**config.mk**
```make
export PLATFORM = sky130hd
export DESIGN_NAME = dm_arbiter
export DESIGN_NICKNAME = d
export VERILOG_FILES = /design/src/rtl/dm_arbiter.sv
export SDC_FILE = /design/constraint.sdc
export NUM_CORES = 1
export LEC_CHECK = 0
export CAP_MARGIN = 10
export CORE_ASPECT_RATIO = 1.5
export CORE_MARGIN = 3
export CORE_UTILIZATION = 25
export CTS_BUF_LIST = sky130_fd_sc_hd__clkbuf_16
export CTS_CLUSTER_SIZE = 8
export DETAILED_ROUTE_END_ITERATION = 10
export SLEW_MARGIN = 0
export SYNTH_ARGS = -nofsm -noshare
export SYNTH_HDL_FRONTEND = slang
export SYNTH_SLANG_ARGS = --single-unit
```
**constraint.sdc**
```tcl
create_clock -name clk -period 1.9 [get_ports clk]
set_input_delay 0.19 -clock clk [delete_from_list [all_inputs] [get_ports clk]]
set_output_delay 0.19 -clock clk [all_outputs]
set_load 0.05 [all_outputs]
```
**src/rtl/dm_arbiter.sv**
```systemverilog
// Two-master data-memory port arbiter: CPU MEM stage vs DMA/debug, one
// outstanding access at a time with slave timeout and registered slave side.
module dm_arbiter #(
   parameter int unsigned MAX_CPU_RUN = 4,
   parameter int unsigned TIMEOUT     = 16
) (
   input  logic        clk,
   input  logic        reset,

   input  logic        cpu_req,
   input  logic [31:0] cpu_addr,
   input  logic [3:0]  cpu_we,
   input  logic [31:0] cpu_wdata,
   input  logic [31:0] cpu_pc,
   output logic        cpu_stall,
   output logic [31:0] cpu_rdata,

   input  logic        dma_req,
   input  logic [31:0] dma_addr,
   input  logic [3:0]  dma_we,
   input  logic [31:0] dma_wdata,
   output logic        dma_gnt,
   output logic        dma_done,
   output logic [31:0] dma_rdata,

   output logic        mem_req,
   output logic [31:0] mem_addr,
   output logic [3:0]  mem_we,
   output logic [31:0] mem_wdata,
   output logic [31:0] mem_pc,
   input  logic [31:0] mem_rdata,
   input  logic        mem_ready,

   output logic        bus_err
);

   localparam int unsigned RUN_W  = 4;
   localparam int unsigned WAIT_W = 8;
   localparam logic [RUN_W-1:0]  RUN_MAX   = RUN_W'(MAX_CPU_RUN);
   localparam logic [WAIT_W-1:0] WAIT_LAST = WAIT_W'(TIMEOUT - 1);

   typedef enum logic [1:0] {S_IDLE, S_BUSY, S_RESP} state_e;

   typedef struct packed {
      logic [31:0] addr;
      logic [3:0]  we;
      logic [31:0] wdata;
      logic [31:0] pc;
   } mem_cmd_t;

   state_e             state_q, state_d;
   logic               owner_q, owner_d;
   logic [RUN_W-1:0]   run_q, run_d;
   logic [WAIT_W-1:0]  wait_q, wait_d;
   mem_cmd_t           cmd_q, cmd_d;
   logic               mem_req_q, mem_req_d;
   logic [31:0]        cpu_rdata_q, cpu_rdata_d;
   logic [31:0]        dma_rdata_q, dma_rdata_d;
   logic               dma_done_q, dma_done_d;
   logic               dma_gnt_q, dma_gnt_d;
   logic               bus_err_q, bus_err_d;
   logic               grant_cpu_c, grant_dma_c;
   logic [31:0]        done_data_c;

   // Word alignment drops the byte-offset bits on both masters.
   logic unused_addr_bits;
   assign unused_addr_bits = ^{cpu_addr[1:0], dma_addr[1:0]};

   // Next-state, arbitration and slave-side register updates.
   always_comb begin
      state_d     = state_q;
      owner_d     = owner_q;
      run_d       = run_q;
      wait_d      = wait_q;
      cmd_d       = cmd_q;
      cpu_rdata_d = cpu_rdata_q;
      dma_rdata_d = dma_rdata_q;
      dma_done_d  = 1'b0;
      bus_err_d   = 1'b0;
      grant_cpu_c = 1'b0;
      grant_dma_c = 1'b0;
      done_data_c = mem_ready ? mem_rdata : 32'h0;

      unique case (state_q)
         S_IDLE: begin
            wait_d = '0;
            if (dma_req && (!cpu_req || run_q == RUN_MAX)) begin
               grant_dma_c = 1'b1;
            end else if (cpu_req) begin
               grant_cpu_c = 1'b1;
            end
            if (grant_cpu_c) begin
               cmd_d.addr  = {cpu_addr[31:2], 2'b00};
               cmd_d.we    = cpu_we;
               cmd_d.wdata = cpu_wdata;
               cmd_d.pc    = cpu_pc;
               owner_d     = 1'b0;
               state_d     = S_BUSY;
            end else if (grant_dma_c) begin
               cmd_d.addr  = {dma_addr[31:2], 2'b00};
               cmd_d.we    = dma_we;
               cmd_d.wdata = dma_wdata;
               cmd_d.pc    = 32'h0;
               owner_d     = 1'b1;
               state_d     = S_BUSY;
            end
         end
         S_BUSY: begin
            wait_d = wait_q + WAIT_W'(1);
            // Ready wins over a timeout landing in the same cycle.
            if (mem_ready || wait_q == WAIT_LAST) begin
               state_d    = S_RESP;
               cmd_d      = '0;
               wait_d     = '0;
               dma_done_d = owner_q;
               bus_err_d  = !mem_ready;
               if (owner_q) dma_rdata_d = done_data_c;
               else         cpu_rdata_d = done_data_c;
            end
         end
         S_RESP:  state_d = S_IDLE;
         default: state_d = S_IDLE;
      endcase

      // CPU fairness run length, only meaningful while DMA is waiting.
      if (!dma_req || grant_dma_c) begin
         run_d = '0;
      end else if (grant_cpu_c && run_q != RUN_MAX) begin
         run_d = run_q + RUN_W'(1);
      end

      mem_req_d = (state_d == S_BUSY);
      dma_gnt_d = owner_d && (state_d != S_IDLE);
   end

   always_ff @(posedge clk or negedge reset) begin
      if (!reset) begin
         state_q     <= S_IDLE;
         owner_q     <= 1'b0;
         run_q       <= '0;
         wait_q      <= '0;
         cmd_q       <= '0;
         mem_req_q   <= 1'b0;
         cpu_rdata_q <= '0;
         dma_rdata_q <= '0;
         dma_done_q  <= 1'b0;
         dma_gnt_q   <= 1'b0;
         bus_err_q   <= 1'b0;
      end else begin
         state_q     <= state_d;
         owner_q     <= owner_d;
         run_q       <= run_d;
         wait_q      <= wait_d;
         cmd_q       <= cmd_d;
         mem_req_q   <= mem_req_d;
         cpu_rdata_q <= cpu_rdata_d;
         dma_rdata_q <= dma_rdata_d;
         dma_done_q  <= dma_done_d;
         dma_gnt_q   <= dma_gnt_d;
         bus_err_q   <= bus_err_d;
      end
   end

   // Stall must follow cpu_req in the same cycle, hence combinational.
   assign cpu_stall = cpu_req && !(state_q == S_RESP && !owner_q);

   assign cpu_rdata = cpu_rdata_q;
   assign dma_rdata = dma_rdata_q;
   assign dma_done  = dma_done_q;
   assign dma_gnt   = dma_gnt_q;
   assign bus_err   = bus_err_q;
   assign mem_req   = mem_req_q;
   assign mem_addr  = cmd_q.addr;
   assign mem_we    = cmd_q.we;
   assign mem_wdata = cmd_q.wdata;
   assign mem_pc    = cmd_q.pc;

endmodule

```
==> results.sh, run 1 <==
export IMPL_status="finished clean"
export IMPL_worst_slew_pin_slew_ns=0.5594
export IMPL_ir_drop_mv=0.9264
export IMPL_grt_pass1_vias=6853
export IMPL_cp_slowest_cell="clkdlybuf4s50_1"
export IMPL_grt_max_degree=63
export IMPL_hold_path_class="in2async"
export IMPL_relSlewSlack_pct=62.59
export IMPL_htreeDepth=4
export IMPL_cp_top_family="buffers and inverters"
export IMPL_first_iter_violations=256
export IMPL_worst_skew_pair_late_latency_ns=0.44
export IMPL_clk_pin_slew_ns=0.07
export IMPL_nets=1160
export IMPL_pwr_density_cell_nw_per_um2=1921
export IMPL_firstDrtPassIters=4
export IMPL_drive_above_1_share_pct=8.108
export IMPL_cts_root_buf="clkbuf_16"
export IMPL_wl_mm=25.52
export IMPL_track_usage_pct=15.88
export IMPL_cp_num_buf_inv=1
export IMPL_path_class="reg2out"
export IMPL_io_buffers=367
export IMPL_path_cells="clkdlybuf4s50_1"
export IMPL_syn_area_um2=7398
export IMPL_place_congestion=0.8155
export IMPL_maxCapViolCount=0
export IMPL_route_detailed_drc=0
export IMPL_arrival_ns=1.65
export IMPL_ys_flop_type="dfrtp_1"
export IMPL_crit_path_end_kind="primary output"
export IMPL_cellLeakagePower_uw=0.005160
export IMPL_period_minus_slack_ns=1.838
export IMPL_antenna_found_initial=2
export IMPL_yosysWarnings=0
export IMPL_cts_buffers=17
export IMPL_clock_path_buffers=2
export IMPL_synth_edf_count=0
export IMPL_final_cells=1353
export IMPL_critical_path_required_ns=1.71
export IMPL_area_growth_pct=66.62
export IMPL_cts_tree="built"
export IMPL_core_um2=28910
export IMPL_wl_per_cell_um=18.86
export IMPL_critPathLaunchType="register"
export IMPL_slowest_delay_ns=0.84
export IMPL_initial_core_util_pct=25.59
export IMPL_hold_viol_final=0
export IMPL_setup_viol=0
export IMPL_holdWs_ns=0.2161
export IMPL_ant_nets=0
export IMPL_die_h_um=216.7
export IMPL_place_detailed_hpwl_mm=17.78
export IMPL_io_pins=374
export IMPL_ys_async_sr_fraction_pct=100.0
export IMPL_die_x_um=146.5
export IMPL_synth_cell_types=42
export IMPL_fmax_mhz=544.2
export IMPL_critical_path_peak_fanout=2
export IMPL_tns_ns=0
export IMPL_fin_skew_ns=0.01321
export IMPL_rsz0062_at_grt="no"
export IMPL_dpl_cell_count=1318
export IMPL_vias=6285
export IMPL_row_count=76
export IMPL_cts_num_sinks=181
export IMPL_postSynthAreaPerCell_um2=12.73
export IMPL_finalCritPeriodShare_pct=96.72
export IMPL_grt_pass1_wl_mm=39.30
export IMPL_die_area_um2=31740
export IMPL_ys_seq_elements=181
export IMPL_grt_overflow_total=0
export IMPL_seq_area_frac_synth_pct=61.22
export IMPL_syn_inst=581
export IMPL_final_max_slew_viol_count=0
export IMPL_viasPerCell=4.645
==> layer usage <==
metal / vias to the layer above / track usage, % / part of all wire, % / wire, µm
met5: - / 0 / 0.051 / 13
met4: 2 / 7.031 / 2.7 / 691
met3: 32 / 4.727 / 6.9 / 1753
met2: 277 / 27.02 / 51 / 12940
met1: 3047 / 18.49 / 40 / 10120
li1: 2927 / - / - / -
==> Yosys cell counts, types with 2 or more instances <==
cell	n	share of area, %
buf_1	2	0.10
clkbuf_1	20	1.0
inv_1	8	0.41
and3_1	2	0.17
ha_1	3	0.51
a22o_1	33	3.9
nand3_1	6	0.41
a31oi_1	2	0.17
nor2_1	5	0.25
buf_2	17	1.1
and2_1	67	5.7
dfrtp_1	181	61
a211oi_1	2	0.20
or3_1	2	0.17
mux2i_1	3	0.41
nand2_1	43	2.2
a21oi_1	8	0.54
buf_4	6	0.61
o21ai_0	8	0.54
nand4_1	3	0.25
a221o_1	66	8.9
o2bb2ai_1	64	7.6
nor3_1	4	0.27
buf_6	7	1.1
or2_2	2	0.17
==> final timing paths <==
path	startpoint	to	slack, ns	cells after the start
min	reset	cpu_rdata[3]	0.22	2
max in group asynchronous	reset	cpu_rdata[15]	0.97	3
min reg2reg	dma_rdata[13]	dma_rdata[13]	0.49	1
max	mem_pc[4]	mem_pc[4]	0.06	1
max reg2reg	wait_q[6]	mem_wdata[31]	0.08	6
min in group clk	mem_rdata[23]	cpu_rdata[23]	0.33	3
==> power by group <==
group / internal [µW] / switching, µW / total, µW
logic: 4940 / 8780 / 13700
clock network: 1920 / 1560 / 3480
registers: 5520 / 966 / 6480
==> registers in the layout (all words and copies together) (netlist names) <==
register	count
bus_err	1
cpu_rdata	32
dma_done	1
dma_gnt	1
dma_rdata	32
mem_addr	30
mem_pc	32
mem_req	1
mem_wdata	32
mem_we	4
owner_q	1
run_q	4
state_q	2
wait_q	8
==> timing repair <==
action	4_1_cts	5_1_grt
buffers inserted	0	2
hold buffers	1	0
endpoints found under the setup margin	2	97
pin swaps	0	2
gates resized for setup	2	6
hold endpoints to repair	55	0
gates cloned	0	2
==> through the flow <==
stage | cell area (µm²) | setup slack [ns] | utilization [%] | power, µW
floorplan | 7402 | 0.05050 | - | 15010
global placement | 11660 | 0.02304 | 40.34 | 20070
detailed placement | 11660 | 0.01919 | 40.34 | 20120
CTS | 12220 | 0.01141 | 42.29 | 23740
global route | 12330 | 0.002288 | 42.64 | 24800
finish | 12330 | 0.06232 | 42.64 | 23680
==> cells by family (layout without fill, tap and decap cells) <==
| group | Yosys count | in the layout | synth area share, % |
|---|---|---|---|
| compound gates | 190 | 190 | 22.86 |
| xor+xnor | 1 | 1 | 0.1184 |
| fa+ha+maj | 3 | 3 | 0.5074 |
| buf+inv | 62 | 442 | 4.465 |
| flops | 181 | 181 | 61.22 |
| mux | 3 | 3 | 0.4059 |
| other cells | 1 | 3 | 0.05069 |
| simple gates | 140 | 140 | 10.37 |
==> area by class of cell <==
class	count	area (µm²)
clock buffers	17	425.4
fillers	2762	16580
diodes	1	2.502
multi-input cells	339	2567
clock inverters	12	131.4
repair buffers	404	4149
inverters	9	33.78
flip-flops and latches	181	4529
well taps	390	488.0
==> layout by cell type, fill, tap and decap left out, drive strengths merged, types with 3 or more instances in the layout <==
cell type	count
clkdlybuf4s50	360
dfrtp	181
and2	67
a221o	66
o2bb2ai	64
nand2	43
buf	38
a22o	33
clkbuf	19
inv	11
o21ai	9
a21oi	8
nand3	6
nor2	5
clkinv	5
nor3	4
nand4	3
mux2i	3
ha	3
clkinvlp	3
Note: power is estimated with default switching activity, not from simulation.
==> run 2, diff against run 1 <==
--- a/config.mk
+++ b/config.mk
@@ -7,11 +7,12 @@
 export LEC_CHECK = 0
 export CAP_MARGIN = 10
 export CORE_ASPECT_RATIO = 1.5
-export CORE_MARGIN = 3
-export CORE_UTILIZATION = 25
+export CORE_MARGIN = 4
+export CORE_UTILIZATION = 36
 export CTS_BUF_LIST = sky130_fd_sc_hd__clkbuf_16
 export CTS_CLUSTER_SIZE = 8
 export DETAILED_ROUTE_END_ITERATION = 10
+export PLACE_DENSITY = 0.76
 export SLEW_MARGIN = 0
 export SYNTH_ARGS = -nofsm -noshare
 export SYNTH_HDL_FRONTEND = slang
==> run 2 against run 1 <==
Compared with the run above: fmax down 0.10%; combinational power is essentially flat; design area is 0.18% higher; global-route usage increased by 4.2 points; critical path depth unchanged; core utilization grew 18 points; power up 1.3%; non-clock buffer count rose by 10; setup slack got worse by 0.0019 ns; first-iteration DRC count down 13%.
==> results.sh, run 2 (synthesized netlist as in run 1, its figures left out) <==
export IMPL_status="finished clean"
export IMPL_critPathLaunchType="register"
export IMPL_vias=6364
export IMPL_firstDrtPassIters=4
export IMPL_path_class="reg2out"
export IMPL_die_area_um2=22960
export IMPL_area_growth_pct=66.92
export IMPL_drive_above_1_share_pct=9.436
export IMPL_cts_buffers=17
export IMPL_wl_per_cell_um=19.93
export IMPL_regArea_um2=4531
export IMPL_cp_num_buf_inv=1
export IMPL_fillerInstances=1621
export IMPL_slowest_delay_ns=0.86
export IMPL_htreeDepth=4
export IMPL_clock_path_buffers=2
export IMPL_grt_pass1_wl_mm=36.50
export IMPL_cts_num_sinks=181
export IMPL_multiInputGateArea_um2=2576
export IMPL_nets=1170
export IMPL_hold_path_class="in2async"
export IMPL_period_minus_slack_ns=1.840
export IMPL_relSlewSlack_pct=61.04
export IMPL_critical_path_peak_fanout=2
export IMPL_rsz0062_at_grt="no"
export IMPL_setup_viol=0
export IMPL_place_detailed_hpwl_mm=17.24
export IMPL_cp_top_family="buffers and inverters"
export IMPL_ir_drop_mv=0.9781
export IMPL_route_detailed_drc=0
export IMPL_initial_core_util_pct=36.37
export IMPL_cts_root_buf="clkbuf_16"
export IMPL_fin_skew_ns=0.005266
export IMPL_crit_path_end_kind="primary output"
export IMPL_die_x_um=125.1
export IMPL_track_usage_pct=20.05
export IMPL_finalCritPeriodShare_pct=96.82
export IMPL_fmax_mhz=543.6
export IMPL_setup_ws_ns=0.06042
export IMPL_die_h_um=183.6
export IMPL_dp_worst_setup_slack_ns=0.01955
export IMPL_cp_slowest_cell="clkdlybuf4s50_1"
export IMPL_tns_ns=0
export IMPL_io_pins=374
export IMPL_pwr_density_cell_nw_per_um2=1943
export IMPL_ant_nets=0
export IMPL_final_cell_mix="clkdlybuf4s50_1, dfrtp_1, and2_1, a221o_1, o2bb2ai_1"
export IMPL_path_cells="clkdlybuf4s50_1"
export IMPL_critical_path_required_ns=1.71
export IMPL_arrival_ns=1.65
export IMPL_maxCapViolCount=0
export IMPL_io_buffers=367
export IMPL_cts_tree="built"
export IMPL_grt_pass1_vias=6709
export IMPL_first_iter_violations=224
export IMPL_grt_overflow_total=0
export IMPL_final_max_slew_viol_count=0
export IMPL_place_congestion=0.8032
export IMPL_row_count=64
export IMPL_worst_skew_pair_late_latency_ns=0.43
export IMPL_wl_mm=24.70
export IMPL_clk_pin_slew_ns=0.07
export IMPL_antenna_found_initial=1
export IMPL_cellLeakagePower_uw=0.005244
export IMPL_hold_viol_final=0
export IMPL_grt_max_degree=51
export IMPL_worst_slew_pin_slew_ns=0.5826
export IMPL_layout_commonest_cell="clkdlybuf4s50_1"
export IMPL_viasPerCell=5.136
export IMPL_core_um2=20340
export IMPL_n_antenna_cell=0
-- run 2: path summary, 6_finish.rpt --
kind	slack (ns)	end	cells past startpoint	start
worst max-delay path	0.06	mem_pc[29]	1	mem_pc[29]
worst min register to register	0.49	dma_rdata[17]	1	dma_rdata[17]
worst max register to register	0.07	mem_wdata[22]	6	wait_q[6]
max in group asynchronous	0.97	dma_rdata[12]	3	reset
worst min-delay path	0.26	cpu_rdata[10]	2	reset
min in group clk	0.35	dma_rdata[24]	3	mem_rdata[24]
-- run 2: layout make-up --
cell class	instances	share of cell area, %
multi-input combinational	339	20.86
sequential	181	36.69
inverter	9	0.2736
clock buffer	17	3.445
tap	264	2.675
clock inverter	15	1.266
timing repair buffer	414	34.79
-- run 2: per-stage QoR --
stage	instance area [µm²]	std cells	hold slack, ns	total power [µW]	util (%)
final	12350	1239	0.2569	23990	60.72
after global routing	12350	1239	0.2823	24940	60.72
after CTS	12160	1231	0.2509	23680	59.76
after detailed placement	11560	1198	0.1464	20080	56.86
after global placement	11560	1198	0.1512	19930	56.86
after floorplan	7402	582	-0.1056	15010	-
-- run 2: repair_timing --
action	4_1_cts	5_1_grt
hold buffers	1	0
pin swaps	0	2
resized for setup	1	11
cloned	0	6
setup endpoints to repair	1	101
endpoints found under the hold margin	39	0
setup buffers	0	2
-- run 2: where the power goes --
part	internal, µW	switching (µW)
clock network	1950	1550
logic	5120	8830
registers	5520	1020
total	12600	11400
-- run 2: layer usage --
layer / global-route usage, % / vias to the layer above / share of wire [%]
li1: - / 2941 / -
met1: 22.36 / 3095 / 38
met2: 35.53 / 286 / 52
met3: 6.744 / 40 / 7.3
met4: 7.595 / 2 / 2.5
met5: 0 / - / 0.069
